===== src/rtl/ysyx_22041207_cache_pkg.sv =====
// Shared types and constants for the data-cache miss-handling controller.
package ysyx_22041207_cache_pkg;

    localparam int unsigned ADDR_W_DEF  = 64;
    localparam int unsigned DATA_W_DEF  = 64;
    localparam int unsigned OFFSET_BITS = 3;

    // Clears the byte offset within an 8-byte line.
    localparam logic [63:0] ALIGN_MASK = ~64'((64'd1 << OFFSET_BITS) - 64'd1);

    typedef enum logic [2:0] {
        S_IDLE,
        S_LOOKUP,
        S_MREQ,
        S_MWAIT,
        S_RESP
    } state_e;

endpackage


===== src/rtl/ysyx_22041207_sat_counter.sv =====
// Saturating up-counter used for cache performance statistics.
module ysyx_22041207_sat_counter #(
    parameter int unsigned CNT_W = 32
) (
    input  logic             clk,
    input  logic             rst,
    input  logic             inc,
    output logic [CNT_W-1:0] count
);

    logic [CNT_W-1:0] count_q;

    // Count up on inc, hold once all-ones is reached.
    always_ff @(posedge clk) begin
        if (rst) begin
            count_q <= '0;
        end else if (inc && (count_q != '1)) begin
            count_q <= count_q + CNT_W'(1);
        end
    end

    assign count = count_q;

endmodule


===== src/rtl/ysyx_22041207_cache_refill.sv =====
// Miss-handling controller: probes the cache, refills on load miss,
// writes stores through to memory and updates the cache on store hit.
module ysyx_22041207_cache_refill
    import ysyx_22041207_cache_pkg::*;
#(
    parameter int unsigned ADDR_W = ADDR_W_DEF,
    parameter int unsigned DATA_W = DATA_W_DEF,
    parameter int unsigned CNT_W  = 32
) (
    input  logic              clk,
    input  logic              rst,
    input  logic              cpu_req_valid,
    output logic              cpu_req_ready,
    input  logic              cpu_req_we,
    input  logic [ADDR_W-1:0] cpu_req_addr,
    input  logic [DATA_W-1:0] cpu_req_wdata,
    input  logic [7:0]        cpu_req_wmask,
    output logic              cpu_resp_valid,
    output logic [DATA_W-1:0] cpu_resp_data,
    output logic [ADDR_W-1:0] probe_addr,
    input  logic              probe_hit,
    input  logic [DATA_W-1:0] probe_data,
    output logic              fill_valid,
    output logic [ADDR_W-1:0] fill_addr,
    output logic [DATA_W-1:0] fill_data,
    output logic              wupd_valid,
    output logic [ADDR_W-1:0] wupd_addr,
    output logic [DATA_W-1:0] wupd_data,
    output logic [7:0]        wupd_mask,
    output logic              mem_req_valid,
    input  logic              mem_req_ready,
    output logic              mem_req_we,
    output logic [ADDR_W-1:0] mem_req_addr,
    output logic [DATA_W-1:0] mem_req_wdata,
    output logic [7:0]        mem_req_wmask,
    input  logic              mem_resp_valid,
    input  logic [DATA_W-1:0] mem_resp_data,
    output logic [CNT_W-1:0]  perf_hits,
    output logic [CNT_W-1:0]  perf_misses
);

    state_e            state_q, state_d;
    logic              we_q;
    logic [ADDR_W-1:0] addr_q;
    logic [ADDR_W-1:0] addr_al;
    logic [DATA_W-1:0] wdata_q;
    logic [7:0]        wmask_q;
    logic              hit_q, hit_d;
    logic [DATA_W-1:0] data_q, data_d;
    logic              hit_inc, miss_inc;
    logic              go_resp;

    assign addr_al = addr_q & ADDR_W'(ALIGN_MASK);

    // State register.
    always_ff @(posedge clk) begin
        if (rst) begin
            state_q <= S_IDLE;
        end else begin
            state_q <= state_d;
        end
    end

    // Next-state, probe sampling, memory data capture and counter strobes.
    always_comb begin
        state_d  = state_q;
        hit_d    = hit_q;
        data_d   = data_q;
        hit_inc  = 1'b0;
        miss_inc = 1'b0;
        case (state_q)
            S_IDLE: begin
                if (cpu_req_valid) state_d = S_LOOKUP;
            end
            S_LOOKUP: begin
                hit_d  = probe_hit;
                data_d = probe_data;
                if (we_q) begin
                    state_d = S_MREQ;
                end else if (probe_hit) begin
                    state_d = S_RESP;
                    hit_inc = 1'b1;
                end else begin
                    state_d  = S_MREQ;
                    miss_inc = 1'b1;
                end
            end
            S_MREQ: begin
                if (mem_req_ready) state_d = S_MWAIT;
            end
            S_MWAIT: begin
                if (mem_resp_valid) begin
                    state_d = S_RESP;
                    if (!we_q) data_d = mem_resp_data;
                end
            end
            S_RESP: begin
                state_d = S_IDLE;
            end
            default: begin
                state_d = S_IDLE;
            end
        endcase
    end

    assign go_resp = (state_d == S_RESP);

    // Request latch and working registers.
    always_ff @(posedge clk) begin
        if (rst) begin
            we_q    <= 1'b0;
            addr_q  <= '0;
            wdata_q <= '0;
            wmask_q <= '0;
            hit_q   <= 1'b0;
            data_q  <= '0;
        end else begin
            if ((state_q == S_IDLE) && cpu_req_valid) begin
                we_q    <= cpu_req_we;
                addr_q  <= cpu_req_addr;
                wdata_q <= cpu_req_wdata;
                wmask_q <= cpu_req_wmask;
            end
            hit_q  <= hit_d;
            data_q <= data_d;
        end
    end

    // Registered handshake, response and cache-update outputs, decoded from the next state.
    always_ff @(posedge clk) begin
        if (rst) begin
            cpu_req_ready  <= 1'b0;
            cpu_resp_valid <= 1'b0;
            cpu_resp_data  <= '0;
            fill_valid     <= 1'b0;
            fill_addr      <= '0;
            fill_data      <= '0;
            wupd_valid     <= 1'b0;
            wupd_addr      <= '0;
            wupd_data      <= '0;
            wupd_mask      <= '0;
            mem_req_valid  <= 1'b0;
        end else begin
            cpu_req_ready  <= (state_d == S_IDLE);
            cpu_resp_valid <= go_resp;
            cpu_resp_data  <= (go_resp && !we_q) ? data_d : '0;
            fill_valid     <= go_resp && !we_q && !hit_d;
            fill_addr      <= (go_resp && !we_q && !hit_d) ? addr_al : '0;
            fill_data      <= (go_resp && !we_q && !hit_d) ? data_d : '0;
            wupd_valid     <= go_resp && we_q && hit_d;
            wupd_addr      <= (go_resp && we_q && hit_d) ? addr_al : '0;
            wupd_data      <= (go_resp && we_q && hit_d) ? wdata_q : '0;
            wupd_mask      <= (go_resp && we_q && hit_d) ? wmask_q : '0;
            mem_req_valid  <= (state_d == S_MREQ);
        end
    end

    // Memory payload and probe address come straight from the latched request.
    assign probe_addr    = addr_q;
    assign mem_req_we    = we_q;
    assign mem_req_addr  = addr_al;
    assign mem_req_wdata = wdata_q;
    assign mem_req_wmask = wmask_q;

    ysyx_22041207_sat_counter #(.CNT_W(CNT_W)) u_hit_cnt (
        .clk   (clk),
        .rst   (rst),
        .inc   (hit_inc),
        .count (perf_hits)
    );

    ysyx_22041207_sat_counter #(.CNT_W(CNT_W)) u_miss_cnt (
        .clk   (clk),
        .rst   (rst),
        .inc   (miss_inc),
        .count (perf_misses)
    );

endmodule


===== config.mk =====
export PLATFORM = sky130hd
export DESIGN_NAME = ysyx_22041207_cache_refill
export DESIGN_NICKNAME = d
export VERILOG_FILES = /design/src/rtl/ysyx_22041207_cache_pkg.sv /design/src/rtl/ysyx_22041207_sat_counter.sv /design/src/rtl/ysyx_22041207_cache_refill.sv
export SDC_FILE = /design/constraint.sdc
export NUM_CORES = 1
export LEC_CHECK = 0
export ABC_AREA = 1
export CAP_MARGIN = 5
export CORE_AREA = 2 2 334 336
export CTS_BUF_LIST = sky130_fd_sc_hd__clkbuf_4
export CTS_CLUSTER_SIZE = 12
export DETAILED_ROUTE_END_ITERATION = 8
export DIE_AREA = 0 0 336 338
export PLACE_DENSITY = 0.53
export REMOVE_ABC_BUFFERS = 1
export SYNTH_ARGS = -nofsm -noshare
export SYNTH_HDL_FRONTEND = slang
export SYNTH_SLANG_ARGS = --single-unit

===== constraint.sdc =====
create_clock -name clk -period 2.6 [get_ports clk]
set_input_delay 0.52 -clock clk [delete_from_list [all_inputs] [get_ports clk]]
set_output_delay 0.52 -clock clk [all_outputs]
set_load 0.1 [all_outputs]

==> impl_metrics.py, run 1 <==
metrics = {
    "timing": {
        "setup_violations": 0,
        "slew_headroom": 0.349,
        "min_period_over_period": 0.963,
        "hold_viol": 0,
        "rsz0062_at_grt": "true",
        "post-route-min-period_ps": 2500,
        "slew_viol_final": 0,
        "worst_slew_pin_slew_ps": 966,
        "fmax_mhz": 399,
        "hold_slack_ps": 186,
        "skew_ps": 99.9,
    },
    "setup_path": {
        "path_buf_inv": 1,
        "required_ps": 2080,
        "r2r-start": "state_q[1]",
        "crit_chain": "buf_4",
        "critPathCapture": "probe_addr[51]",
        "arrival_ps": 1980,
        "max_stage_delay_ps": 540,
        "path_max_fanout": 3,
        "reg2reg_slack_ps": 140,
        "crit_type": "register to output port",
        "crit_cells": 1,
        "start_kind": "register",
        "crit_start": "probe_addr[51]",
        "crit_path_top_delay_cell": "dfxtp_1",
        "reg2regPathDepth": 10,
        "r2r-end": "data_q[38]",
        "cp_top_family": "flip-flops",
        "end_kind": "output port",
    },
    "die": {
        "core_sq_um": 110000,
        "die_w_um": 336,
        "start_util": 0.196,
        "dieArea_sq_um": 114000,
        "die_y_um": 338,
        "ios": 869,
        "rows": 122,
    },
    "global_route": {
        "grt_pass1_vias": 21018,
        "antenna_found_initial": 12,
        "grtUsageMet1": 0.208,
        "grt-busiest-layer": "met2",
        "gr-usage-met3": 0.0702,
        "grt_max_degree": 67,
        "grt_overflow": 0,
        "grtUsageTotal": 0.179,
        "grt_pass1_wl_um": 146000,
        "grt_use_met2": 0.293,
    },
    "logic_synthesis": {
        "synth_top_area_share": 0.554,
        "synth-seq-area-share": 0.554,
        "yosysUniqueCellTypes": 31,
        "synthTopCellsByArea": "dfxtp_1 55%, nand2_1 8.5%, nor2_1 8.4%",
        "syn_area_sq_um": 21600,
        "ys_ff_latch": 596,
        "syn_inst": 2756,
        "syn_area_per_cell_sq_um": 7.82,
        "yosysWarnings": 0,
        "yosys.area.top_type": "dfxtp_1",
    },
    "power": {
        "power.density_nw_per_um2": 735,
        "ir_drop_v": 0.000472,
        "power.leakage_nw": 15.0,
    },
    "drt": {
        "wirelength_um": 107000,
        "firstDrtPassIters": 5,
        "avgViaCountPerCell": 3.99,
        "drc": 0,
        "drtIter0Drc": 1158,
        "vias": 21588,
        "ant_nets": 0,
        "avgRoutedWirePerCell_um": 19.7,
    },
    "final_layout": {
        "final_common_cell": "buf_4",
        "layout.nets": 4061,
        "fin_util": 0.306,
        "final_area_sq_um": 33700,
        "final.fill_count": 11951,
        "area_growth_pct": 56.2,
        "layout_common_cells": "640 x buf_4, 591 x dfxtp_1, 488 x nand2_1",
        "drive_above_1_share": 0.249,
    },
    "placement": {
        "numPortBuffers": 859,
        "hpwlAfterDp_um": 84800,
        "gp_congestion": 0.897,
        "placed_area_sq_um": 30300,
    },
    "clocking": {
        "cts.htree.levels": 4,
        "cts_made_buffers": 174,
        "cts_tree": "done",
        "clk_latency_ps": 1060,
        "cts_root_buffer": "clkbuf_4",
        "clockBufferDepth": 3,
        "cts_sinks": 596,
        "clk_pin_slew_ps": 70,
    },
    "flow_run": {
        "max-cap-violations": 0,
    },
    "worst_hold_path": {
        "hold_class": "input pin to register",
    },
    "status": {
        "outcome": "finished clean",
    },
}
==> report_power, final <==
part           total, mW  internal (mW)  switching (mW)
sequential          9.79           9.50           0.288
clock               8.98           4.66            4.32
combinational       5.96           1.41            4.54
==> cells in the mapped netlist <==
cell and count:
xnor2_1 11, nand3_1 54, ha_1 2, o22ai_1 1, o21ai_0 174, nor3_1 3
nor2_2 6, nand2_1 489, a21oi_2 1, nor2_1 482, buf_1 15, inv_2 6
a21oi_1 181, dfxtp_1 596, nor2_4 4, clkinv_1 1, or2_2 2, buf_2 21
inv_1 414, conb_1 1, buf_4 75, xor2_1 15, o21ai_4 1, nand3b_1 1
nand4_1 11, clkbuf_1 81, nor4_1 1, o211ai_1 89, nand3_4 1, nand2_2 7
buf_6 10
==> cell families (layout without fill, tap and decap cells) <==
group	count (synthesis)	in the layout	synth area share
simple gates	1061	1061	0.193
flops	596	596	0.554
compound gates	447	447	0.115
fa+ha+maj	2	2	0.00116
buf+inv	623	1776	0.126
xor+xnor	26	26	0.0106
other cells	1	14	0.000174
==> flip-flops by register name, summed over array words and instances, names as in the netlist, 3 cells and up <==
name / cells
data_q: 64
cpu_resp_data: 64
state_q: 3
mem_req_wmask: 8
mem_req_wdata: 64
fill_addr: 61
wupd_data: 64
wupd_mask: 8
probe_addr: 64
fill_data: 64
wupd_addr: 61
u_miss_cnt.count: 32
u_hit_cnt.count: 32
==> cell type report <==
cell class	count	area, sq um	area share
Tap cell	1488	1860	0.0553
Inverter	421	1590	0.0473
Antenna cell	5	12.5	0.000372
Timing Repair Buffer	1050	9100	0.270
Sequential cell	596	11900	0.355
Clock buffer	245	1840	0.0546
Multi-Input combinational cell	1545	6950	0.207
Clock inverter	60	364	0.0108
==> how the worst min path moves through the flow <==
stage	startpoint	end	slack, ps	cells after the start
global placement	mem_req_wdata[10]	wupd_data[10]	440	2
finish	cpu_req_addr[19]	probe_addr[19]	190	3
global route	cpu_req_addr[10]	probe_addr[10]	70	3
CTS	mem_resp_data[6]	data_q[6]	0.09	7
detailed placement	mem_req_wmask[6]	wupd_mask[6]	450	2
floorplan	data_q[52]	data_q[52]	490	4
==> through the flow <==
| step | TNS, ps | total power [mW] | instances | setup WS [ps] |
|---|---|---|---|---|
| after floorplan | -663140 | 13.8 | 2562 | -3440 |
| after global placement | 0 | 15.8 | 4986 | 175 |
| after detailed placement | 0 | 15.8 | 4986 | 133 |
| after CTS | -207 | 25.1 | 5405 | -42.5 |
| after global routing | -100 | 25.9 | 5408 | -54.4 |
| final | 0 | 24.7 | 5410 | 96.4 |
==> layer usage <==
metal	routed length, um	vias to the layer above
li1	-	10582
met1	43900	10028
met2	49400	802
met3	9560	168
met4	3950	8
met5	45	-
==> what timing repair did <==
action | in CTS | in global routing
setup endpoints to repair | 17 | 3
hold endpoints to repair | 133 | 0
gates resized for setup | 10 | 2
setup buffers | 0 | 0
hold buffers | 114 | 0
No activity file was read; power rests on OpenSTA's default activity.
==> run 2: changes to the inputs <==
==> constraint.sdc (replaced) <==
create_clock -name clk -period 2.8 [get_ports clk]
set_input_delay 0.56 -clock clk [delete_from_list [all_inputs] [get_ports clk]]
set_output_delay 0.56 -clock clk [all_outputs]
set_load 0.1 [all_outputs]
==> run 2 against run 1 <==
Register-to-register slack gained 460 ps. Clock power shrank 8.4%. Critical path depth is the same.
==> impl_metrics.py, run 2 (synthesis gave the netlist of run 1 again) <==
metrics = {
    "power": {
        "switchingPower_mw": 8.55,
        "seqPwrFrac": 0.399,
        "combPwrFrac": 0.240,
        "p_clk_frac": 0.361,
        "power.leakage_nw": 14.9,
        "intPower_mw": 14.2,
        "power.density_nw_per_um2": 684,
        "switching_share": 0.375,
        "ir_drop_v": 0.000402,
    },
    "global_route": {
        "grt_pass1_vias": 20862,
        "grt_pass1_wl_um": 146000,
        "antenna_found_initial": 18,
        "grt_overflow": 0,
        "grtUsageTotal": 0.180,
        "grt_max_degree": 66,
    },
    "die": {
        "start_util": 0.196,
        "ios": 869,
        "die_w_um": 336,
        "dieArea_sq_um": 114000,
        "core_sq_um": 110000,
        "die_y_um": 338,
        "rows": 122,
    },
    "timing": {
        "post-route-min-period_ps": 2610,
        "setup_violations": 0,
        "worst_slew_pin_slew_ps": 638,
        "fin_tns_setup_ps": 0,
        "skew_ps": 75.8,
        "fmax_mhz": 383,
        "slew_headroom": 0.570,
        "hold_viol": 0,
        "rsz0062_at_grt": "false",
        "slew_viol_final": 0,
        "min_period_over_period": 0.933,
    },
    "final_layout": {
        "multi_input_area_sq_um": 6950,
        "final.fill_count": 11896,
        "layout.nets": 4033,
        "layout_common_cells": "647 x buf_4, 595 x dfxtp_1, 488 x nand2_1",
        "fin_cells": 5382,
        "area_growth_pct": 54.5,
        "drive_above_1_share": 0.248,
        "final_common_cell": "buf_4",
        "regArea_sq_um": 11900,
    },
    "clocking": {
        "cts_root_buffer": "clkbuf_4",
        "cts.htree.levels": 4,
        "cts_tree": "done",
        "cts_setup_buffers": 0,
        "clk_latency_ps": 1050,
        "cts_sinks": 596,
        "cts_made_buffers": 171,
        "clockBufferDepth": 3,
        "clk_pin_slew_ps": 70,
    },
    "placement": {
        "gp_congestion": 0.903,
        "hpwlAfterDp_um": 84200,
        "numPortBuffers": 859,
        "dp.cells": 4982,
    },
    "setup_path": {
        "cp_top_family": "flip-flops",
        "max_stage_delay_ps": 580,
        "path_max_fanout": 3,
        "arrival_ps": 2050,
        "crit_path_top_delay_cell": "dfxtp_1",
        "end_kind": "output port",
        "path_buf_inv": 1,
        "required_ps": 2240,
        "crit_type": "register to output port",
        "crit_chain": "buf_4",
        "start_kind": "register",
    },
    "status": {
        "outcome": "finished clean",
    },
    "drt": {
        "wirelength_um": 107000,
        "avgViaCountPerCell": 3.99,
        "ant_nets": 0,
        "drc": 0,
        "avgRoutedWirePerCell_um": 19.8,
        "drtIter0Drc": 892,
        "vias": 21449,
        "firstDrtPassIters": 5,
    },
    "flow_run": {
        "max-cap-violations": 0,
    },
    "worst_hold_path": {
        "hold_class": "input pin to register",
    },
}
==> run 2: cell count changes in the layout (fill, tap and decap cells not counted), sizes merged <==
cell,change
buf,-4
bufinv,-2
clkbuf,-2
clkinv,-5
clkinvlp,-1
diode,+7
dlygate4sd3,-21
==> run 2: worst min-delay path, cell delays in order <==
cell,delay (ps)
clkdlybuf4s50_1,400
nand2_1,60
nand3_1,90
nand2_1,70
inv_1,30
==> run 2: path summary, 6_finish.rpt <==
path                          endpoint  cells past startpoint                 from  slack [ps]
setup / recovery        probe_addr[48]                      1       probe_addr[48]         190
hold / removal              data_q[16]                      5       probe_data[16]         180
setup reg to reg  u_miss_cnt.count[12]                     10  u_miss_cnt.count[1]         600
hold reg to reg           wupd_data[5]                      2     mem_req_wdata[5]         440
==> run 2: power by group through the flow <==
stage / sequential (mW) / clock [mW] / combinational (mW)
2_1_floorplan: 11.8 / 0 / 0.985
3_3_place_gp: 9.26 / 0 / 5.41
3_5_place_dp: 9.26 / 0 / 5.40
4_1_cts: 9.07 / 8.60 / 5.53
5_1_grt: 9.11 / 9.05 / 5.74
6_report: 9.08 / 8.23 / 5.48
==> run 2: routing by layer <==
layer / part of all wire / vias to the layer above / GRT usage
met4: 0.040 / 18 / 0.0839
li1: - / 10549 / -
met5: 0.0012 / - / 0
met3: 0.097 / 182 / 0.0789
met1: 0.40 / 9852 / 0.206
met2: 0.46 / 848 / 0.288
==> run 2: final cells by class <==
class	instances	share of cell area
Antenna cell	12	0.000902
Clock buffer	243	0.0548
Clock inverter	52	0.00988
Inverter	421	0.0478
Multi-Input combinational cell	1545	0.209
Sequential cell	596	0.358
Tap cell	1488	0.0559
Timing Repair Buffer	1025	0.264
==> run 2: through the flow <==
| stage | worst slack (ps) | hold slack [ps] | util | power (mW) | instance area [sq um] |
|---|---|---|---|---|---|
| 2_1_floorplan | -3280 | 495 | - | 12.8 | 20400 |
| 3_3_place_gp | 186 | 446 | 0.274 | 14.7 | 30200 |
| 3_5_place_dp | 150 | 441 | 0.274 | 14.7 | 30200 |
| 4_1_cts | 29.1 | 2.00 | 0.302 | 23.2 | 33300 |
| 5_1_grt | 14.8 | 30.8 | 0.303 | 23.9 | 33300 |
| 6_report | 188 | 180 | 0.303 | 22.8 | 33300 |
==> run 2: repair_timing <==
action / CTS / global route
endpoints found under the setup margin: 2 / 0
hold endpoints to repair: 99 / 0
hold buffers: 93 / 0
gates resized for setup: 2 / 0
